`src/rtl/instr_fetch_pkg.sv`:
```
// Shared constants, state encoding and entry type for the instruction fetch stage.
package instr_fetch_pkg;

    localparam int ADDR_W        = 8;
    localparam int INSTR_W       = 16;
    localparam int OPC_W         = 4;
    localparam int FLUSH_CNT_DEF = 2;

    localparam logic [OPC_W-1:0] JMP_OPC = 4'hF;

    localparam logic [1:0] ST_RUN_WAIT = 2'd0;
    localparam logic [1:0] ST_RUN      = 2'd1;
    localparam logic [1:0] ST_FLUSH    = 2'd2;

    typedef enum logic [1:0] {
        RUN_WAIT = ST_RUN_WAIT,
        RUN      = ST_RUN,
        FLUSH    = ST_FLUSH
    } fetch_state_e;

    typedef struct packed {
        logic [INSTR_W-1:0] instr;
        logic [ADDR_W-1:0]  addr;
    } fetch_entry_t;

    function automatic logic is_jump(input logic [INSTR_W-1:0] instr);
        return instr[INSTR_W-1 -: OPC_W] == JMP_OPC;
    endfunction

endpackage

```
`src/rtl/instr_fetch_if.sv`:
```
// Valid/ready instruction handshake from fetch to decode/execute.
interface instr_fetch_if;
    import instr_fetch_pkg::*;

    logic               ir_valid;
    logic               ir_ready;
    logic [INSTR_W-1:0] ir_data;
    logic [ADDR_W-1:0]  ir_addr;

    modport master (output ir_valid, output ir_data, output ir_addr, input ir_ready);
    modport slave  (input ir_valid, input ir_data, input ir_addr, output ir_ready);

endinterface

```
`src/rtl/instr_fetch_skid_fifo.sv`:
```
// Two-entry in-order skid FIFO; the head register holds its last value once drained.
module fetch_skid_fifo #(
    parameter int W = 24
) (
    input  logic         clk,
    input  logic         rstn,
    input  logic         push,
    input  logic         pop,
    input  logic [W-1:0] push_data,
    output logic [W-1:0] head_data,
    output logic [1:0]   count
);

    logic [W-1:0] entry0;
    logic [W-1:0] entry1;
    logic         push_ok;
    logic         pop_ok;

    assign pop_ok    = pop && (count != 2'd0);
    assign push_ok   = push && ((count != 2'd2) || pop_ok);
    assign head_data = entry0;

    // entry0 is always the head, so a pop from one entry leaves it untouched
    always_ff @(posedge clk or negedge rstn) begin
        if (!rstn) begin
            entry0 <= '0;
            entry1 <= '0;
            count  <= 2'd0;
        end else begin
            case (count)
                2'd0: begin
                    if (push_ok) entry0 <= push_data;
                end
                2'd1: begin
                    if (push_ok && pop_ok) entry0 <= push_data;
                    else if (push_ok)      entry1 <= push_data;
                end
                default: begin
                    if (pop_ok) begin
                        entry0 <= entry1;
                        if (push_ok) entry1 <= push_data;
                    end
                end
            endcase
            count <= count + {1'b0, push_ok} - {1'b0, pop_ok};
        end
    end

endmodule

```
`src/rtl/instr_fetch.sv`:
```
// Fetch stage: drives the ROM, redirects the PC on J-type words and buffers instructions.
// FETCH_FWD_JUMP_EN: when defined, J-type words are also passed downstream.
module instr_fetch
    import instr_fetch_pkg::*;
#(
    parameter int FLUSH_CNT = FLUSH_CNT_DEF
) (
    input  logic               clk,
    input  logic               rstn,
    input  logic [ADDR_W-1:0]  pc_addr,
    output logic               pc_stall,
    output logic               pc_select,
    output logic [ADDR_W-1:0]  jump_address,
    output logic [ADDR_W-1:0]  imem_addr,
    input  logic [INSTR_W-1:0] imem_rdata,
    instr_fetch_if.master      ir
);

    logic [1:0]        state;
    logic [1:0]        drop_cnt;
    logic              rd_pending;
    logic [ADDR_W-1:0] req_addr;
    logic [1:0]        count;
    logic [2:0]        occupancy;
    logic              ret_jump;
    logic              take_jump;
    logic              push;
    logic              pop;
    logic              issue;
    fetch_entry_t      push_entry;
    fetch_entry_t      head_entry;

    assign imem_addr = pc_addr;
    assign ret_jump  = rd_pending && is_jump(imem_rdata);
    assign take_jump = ret_jump && (state == ST_RUN);

`ifdef FETCH_FWD_JUMP_EN
    assign push = rd_pending && (state == ST_RUN);
`else
    assign push = rd_pending && (state == ST_RUN) && !ret_jump;
`endif

    // Counting the in-flight read keeps a returning word from ever finding the FIFO full
    assign pop       = ir.ir_valid && ir.ir_ready;
    assign occupancy = {1'b0, count} + {2'b00, rd_pending} - {2'b00, pop};
    assign pc_stall  = occupancy >= 3'd2;
    assign issue     = !pc_stall && (state != ST_RUN_WAIT);

    assign push_entry = '{instr: imem_rdata, addr: req_addr};

    always_ff @(posedge clk or negedge rstn) begin
        if (!rstn) begin
            rd_pending <= 1'b0;
            req_addr   <= '0;
        end else begin
            rd_pending <= issue;
            req_addr   <= pc_addr;
        end
    end

    // Words already buffered are older than the jump and stay; only returns after it are dropped
    always_ff @(posedge clk or negedge rstn) begin
        if (!rstn) begin
            state        <= ST_RUN_WAIT;
            drop_cnt     <= 2'd0;
            pc_select    <= 1'b0;
            jump_address <= '0;
        end else begin
            pc_select <= take_jump;
            if (take_jump) jump_address <= imem_rdata[ADDR_W-1:0];
            case (state)
                ST_RUN_WAIT: state <= ST_RUN;
                ST_RUN: begin
                    if (take_jump) begin
                        drop_cnt <= 2'(FLUSH_CNT);
                        state    <= ST_FLUSH;
                    end
                end
                ST_FLUSH: begin
                    if (rd_pending) begin
                        drop_cnt <= drop_cnt - 2'd1;
                        if (drop_cnt == 2'd1) state <= ST_RUN;
                    end
                end
                default: state <= ST_RUN_WAIT;
            endcase
        end
    end

    fetch_skid_fifo #(
        .W($bits(fetch_entry_t))
    ) u_fifo (
        .clk       (clk),
        .rstn      (rstn),
        .push      (push),
        .pop       (pop),
        .push_data (push_entry),
        .head_data (head_entry),
        .count     (count)
    );

    assign ir.ir_valid = (count != 2'd0);
    assign ir.ir_data  = head_entry.instr;
    assign ir.ir_addr  = head_entry.addr;

endmodule

```
`src/flat_wrapper.sv`:
```
// flat-port wrapper written by rule: the top's interface ports become plain ports
module instr_fetch_flat import instr_fetch_pkg::*;
#(
    parameter int FLUSH_CNT = FLUSH_CNT_DEF
)
  (clk, rstn, pc_addr, pc_stall, pc_select, jump_address, imem_addr, imem_rdata, ir_ir_valid, ir_ir_data, ir_ir_addr, ir_ir_ready);
  instr_fetch_if ir_i ();
  input  logic clk;
  input  logic rstn;
  input  logic [ADDR_W-1:0] pc_addr;
  output logic pc_stall;
  output logic pc_select;
  output logic [ADDR_W-1:0] jump_address;
  output logic [ADDR_W-1:0] imem_addr;
  input  logic [INSTR_W-1:0] imem_rdata;
  output wire logic [$bits(ir_i.ir_valid)-1:0] ir_ir_valid;
  output wire logic [$bits(ir_i.ir_data)-1:0] ir_ir_data;
  output wire logic [$bits(ir_i.ir_addr)-1:0] ir_ir_addr;
  input wire logic [$bits(ir_i.ir_ready)-1:0] ir_ir_ready;
  assign ir_ir_valid = ir_i.ir_valid;
  assign ir_ir_data = ir_i.ir_data;
  assign ir_ir_addr = ir_i.ir_addr;
  assign ir_i.ir_ready = ir_ir_ready;
  instr_fetch #(.FLUSH_CNT(FLUSH_CNT)) u_core (.clk(clk), .rstn(rstn), .pc_addr(pc_addr), .pc_stall(pc_stall), .pc_select(pc_select), .jump_address(jump_address), .imem_addr(imem_addr), .imem_rdata(imem_rdata), .ir(ir_i));
endmodule
```
`config.mk`:
```
export PLATFORM = sky130hd
export DESIGN_NAME = instr_fetch_flat
export DESIGN_NICKNAME = d
export VERILOG_FILES = /design/src/rtl/instr_fetch_pkg.sv /design/src/rtl/instr_fetch_if.sv /design/src/rtl/instr_fetch_skid_fifo.sv /design/src/rtl/instr_fetch.sv /design/src/flat_wrapper.sv
export SDC_FILE = /design/constraint.sdc
export NUM_CORES = 1
export LEC_CHECK = 0
export CORE_AREA = 5 5 85 87
export CTS_CLUSTER_DIAMETER = 30
export DETAILED_ROUTE_END_ITERATION = 10
export DIE_AREA = 0 0 90 92
export DONT_BUFFER_PORTS = 1
export GPL_ROUTABILITY_DRIVEN = 0
export PLACE_DENSITY_LB_ADDON = 0.12
export SYNTH_ARGS = -nofsm -noshare
export SYNTH_HDL_FRONTEND = slang
export SYNTH_HIERARCHICAL = 1
export SYNTH_SLANG_ARGS = --single-unit
```
`constraint.sdc`:
```
create_clock -name clk -period 2.8 [get_ports clk]
set_clock_uncertainty 0.05 [all_clocks]
set_input_delay 0.56 -clock clk [delete_from_list [all_inputs] [get_ports clk]]
set_output_delay 0.56 -clock clk [all_outputs]
set_load 0.1 [all_outputs]
```
==> out/results.txt <==
Die Y: 92 um
via count: 2536
register area share after synthesis: 0.4593
NumNets Final: 349
setup tns final: -0.1586 ns
Die X: 90 um
leading area contributor after synthesis: dfrtp_1
routed vias/inst: 6.356
unrepaired setup endpoints after global routing: yes
total track usage: 0.1926
max cap viols: 0
warnings from Yosys: 6
Worst EP arrival: 2.35 ns
postcts setup bufs: 0
router iterations before antenna repair: 4
die area: 8280 um^2
CTS Sinks: 72
FF-to-FF End: u_core/rd_pending
cts bufs inserted: 9
number of nets with antenna violations after routing: 0
# diodes: 0
CTS root buf: clkbuf_8
Slew Limit Fails: 0
most frequent cells in the layout: dfrtp_1, mux2_4, mux2_2
clk buf depth: 2
PortBufs: 0
initial antenna violation count: 0
CTS HTree Levels: 3
area grow syn2layout: 6.188%
Critical Path Fanout Max: 2
fmax: 338.0 MHz
DP HPWL: 4930 um
failing checks: setup timing
Routed WL: 7792 um
Iter 0 DRT Violations: 128
clock network latency to the later pin of the worst-skew pair: 0.33 ns
Worst slew margin: 0.3756
Crit path required time: 2.19 ns
Worst-path clk slew: 0.07 ns
fillers: 461
CP startpoint: u_core/u_fifo/count[1]
reg2reg path depth: 8
CP endpoint kind: output pin
pin count of the biggest net entering global routing: 73
Yosys reg bits: 72
commonest non-fill, non-tap cell in the layout: dfrtp_1
initial core utilization: 0.6249
Final Cycle Share: 1.057
Post-Syn Area per Cell: 11.92 um^2
Congestion Overflow GR: 0
reg-to-reg setup timing slack: 0.53 ns
setup ws final: -0.1586 ns
outcome: complete, but fails checks
Netlist cell types: 39
core area: 6277 um^2
EDFF count, synth: 0
reg-to-reg startpoint: u_core/u_fifo/count[1]
Fin. Hold Viols: 0
CP Class: flop to output pin
Avg WL per Cell: 19.53 um
Tmin final: 2.959 ns
Worst Tran Pin Value: 0.9365 ns
site row count: 29
post-synth top area share: 0.4593
CTS tree: done
async set-reset flop share out of synthesis: 1.000
worst min path class: input port to async pin
share of layout cells above drive strength 1: 0.3696
first-pass GRT wire length: 13120 um
Mapped Area: 3923 um^2
# IOs: 70
CTS resizes: 0
Syn Nets: 360
# setup viols final: 1
vias in the first global route: 2610
Post-Synthesis Cells: 329
DR DRC count: 0
top_reg_cell synth: dfrtp_1
top cells by area, synth: dfrtp_1, mux2_4, mux2_2
Critical Path Start Type: flop
Critical Path End: pc_stall
==> state kept, by name (all words and copies together) (netlist names) <==
register / count
u_core/pc_select: 1
u_core/jump_address: 8
u_core/u_fifo/head_data: 24
u_core/req_addr: 8
u_core/u_fifo/count: 2
u_core/rd_pending: 1
u_core/drop_cnt: 2
u_core/state: 2
u_core/u_fifo/entry1: 24
==> per-layer routing <==
| metal | GRT usage | routed length (um) | vias up |
|---|---|---|---|
| met4 | 0.07816 | 105 | 0 |
| met2 | 0.3024 | 3713 | 67 |
| met3 | 0.04910 | 478 | 10 |
| li1 | - | - | 1191 |
| met1 | 0.2561 | 3494 | 1268 |
| met5 | 0 | 0 | - |
==> how the worst min path moves through the flow <==
stage | to | start | slack [ns]
floorplan | u_core/drop_cnt[0] | rstn | 0.21
global placement | u_core/pc_select | rstn | 0.22
detailed placement | u_core/pc_select | rstn | 0.22
CTS | u_core/pc_select | rstn | 0.06
global route | u_core/pc_select | rstn | 0.06
finish | u_core/pc_select | rstn | 0.04
==> synthesized netlist by cell type, types with 2 or more instances <==
cell,instances
a21oi_1,24
and3b_1,2
buf_2,13
buf_4,10
buf_6,6
clkbuf_1,6
dfrtp_1,72
ha_1,3
inv_1,4
mux2_2,27
mux2_4,29
nand2_1,4
nand2b_1,3
nand3b_1,2
nand4b_1,22
nor2_1,7
nor2b_1,2
o211ai_1,22
o21ai_0,5
o221a_2,2
o22a_1,2
o22ai_1,22
or2_2,23
xnor2_1,2
==> area by class of cell <==
type / count / area, um^2 / share of cell area
multi-input combinational: 218 / 1921 / 0.4611
sequential: 72 / 1803 / 0.4329
clock buffer: 12 / 145.1 / 0.03485
timing repair buffer: 13 / 142.6 / 0.03424
tap: 77 / 96.34 / 0.02313
clock inverter: 3 / 42.54 / 0.01021
inverter: 4 / 15.01 / 0.003605
==> timing repair <==
action | in CTS | in global routing
setup endpoints to repair | 1 | 1
hold buffers | 1 | 0
pin swaps | 2 | 1
endpoints found under the hold margin | 72 | 0
==> per-stage QoR <==
stage / hold slack (ns) / instance area, um^2 / std cells / worst slack (ns) / util
2_1_floorplan: 0.2144 / 3959 / 329 / -0.07041 / -
3_3_place_gp: 0.2161 / 3950 / 383 / 0.1844 / 0.6293
3_5_place_dp: 0.2161 / 3950 / 383 / 0.1521 / 0.6293
4_1_cts: 0.06142 / 4165 / 399 / -0.1939 / 0.6635
5_1_grt: 0.06069 / 4165 / 399 / -0.2587 / 0.6635
6_report: 0.03921 / 4165 / 399 / -0.1586 / 0.6635
==> worst max-delay path, stage by stage, from the launching register on <==
cell and delay (ns):
dfrtp_2 0.40, or2_4 0.25, and2_4 0.15, ha_4 0.20, or2b_1 0.23, fa_2 0.35, xnor2_2 0.16, nand2_4 0.29
==> kinds of logic after synthesis <==
family / synth area share
DFF: 0.4593
buffers and inverters: 0.06252
xor gates and xnor gates: 0.006700
AOI/OAI and AO/OA: 0.1365
and+or+nand+nor: 0.1292
adders and majority gates: 0.01467
muxes: 0.1911
Power is left out: the tool's default activity adds up to more than one toggle a clock period on the data nets, which glitch-free logic cannot reach.
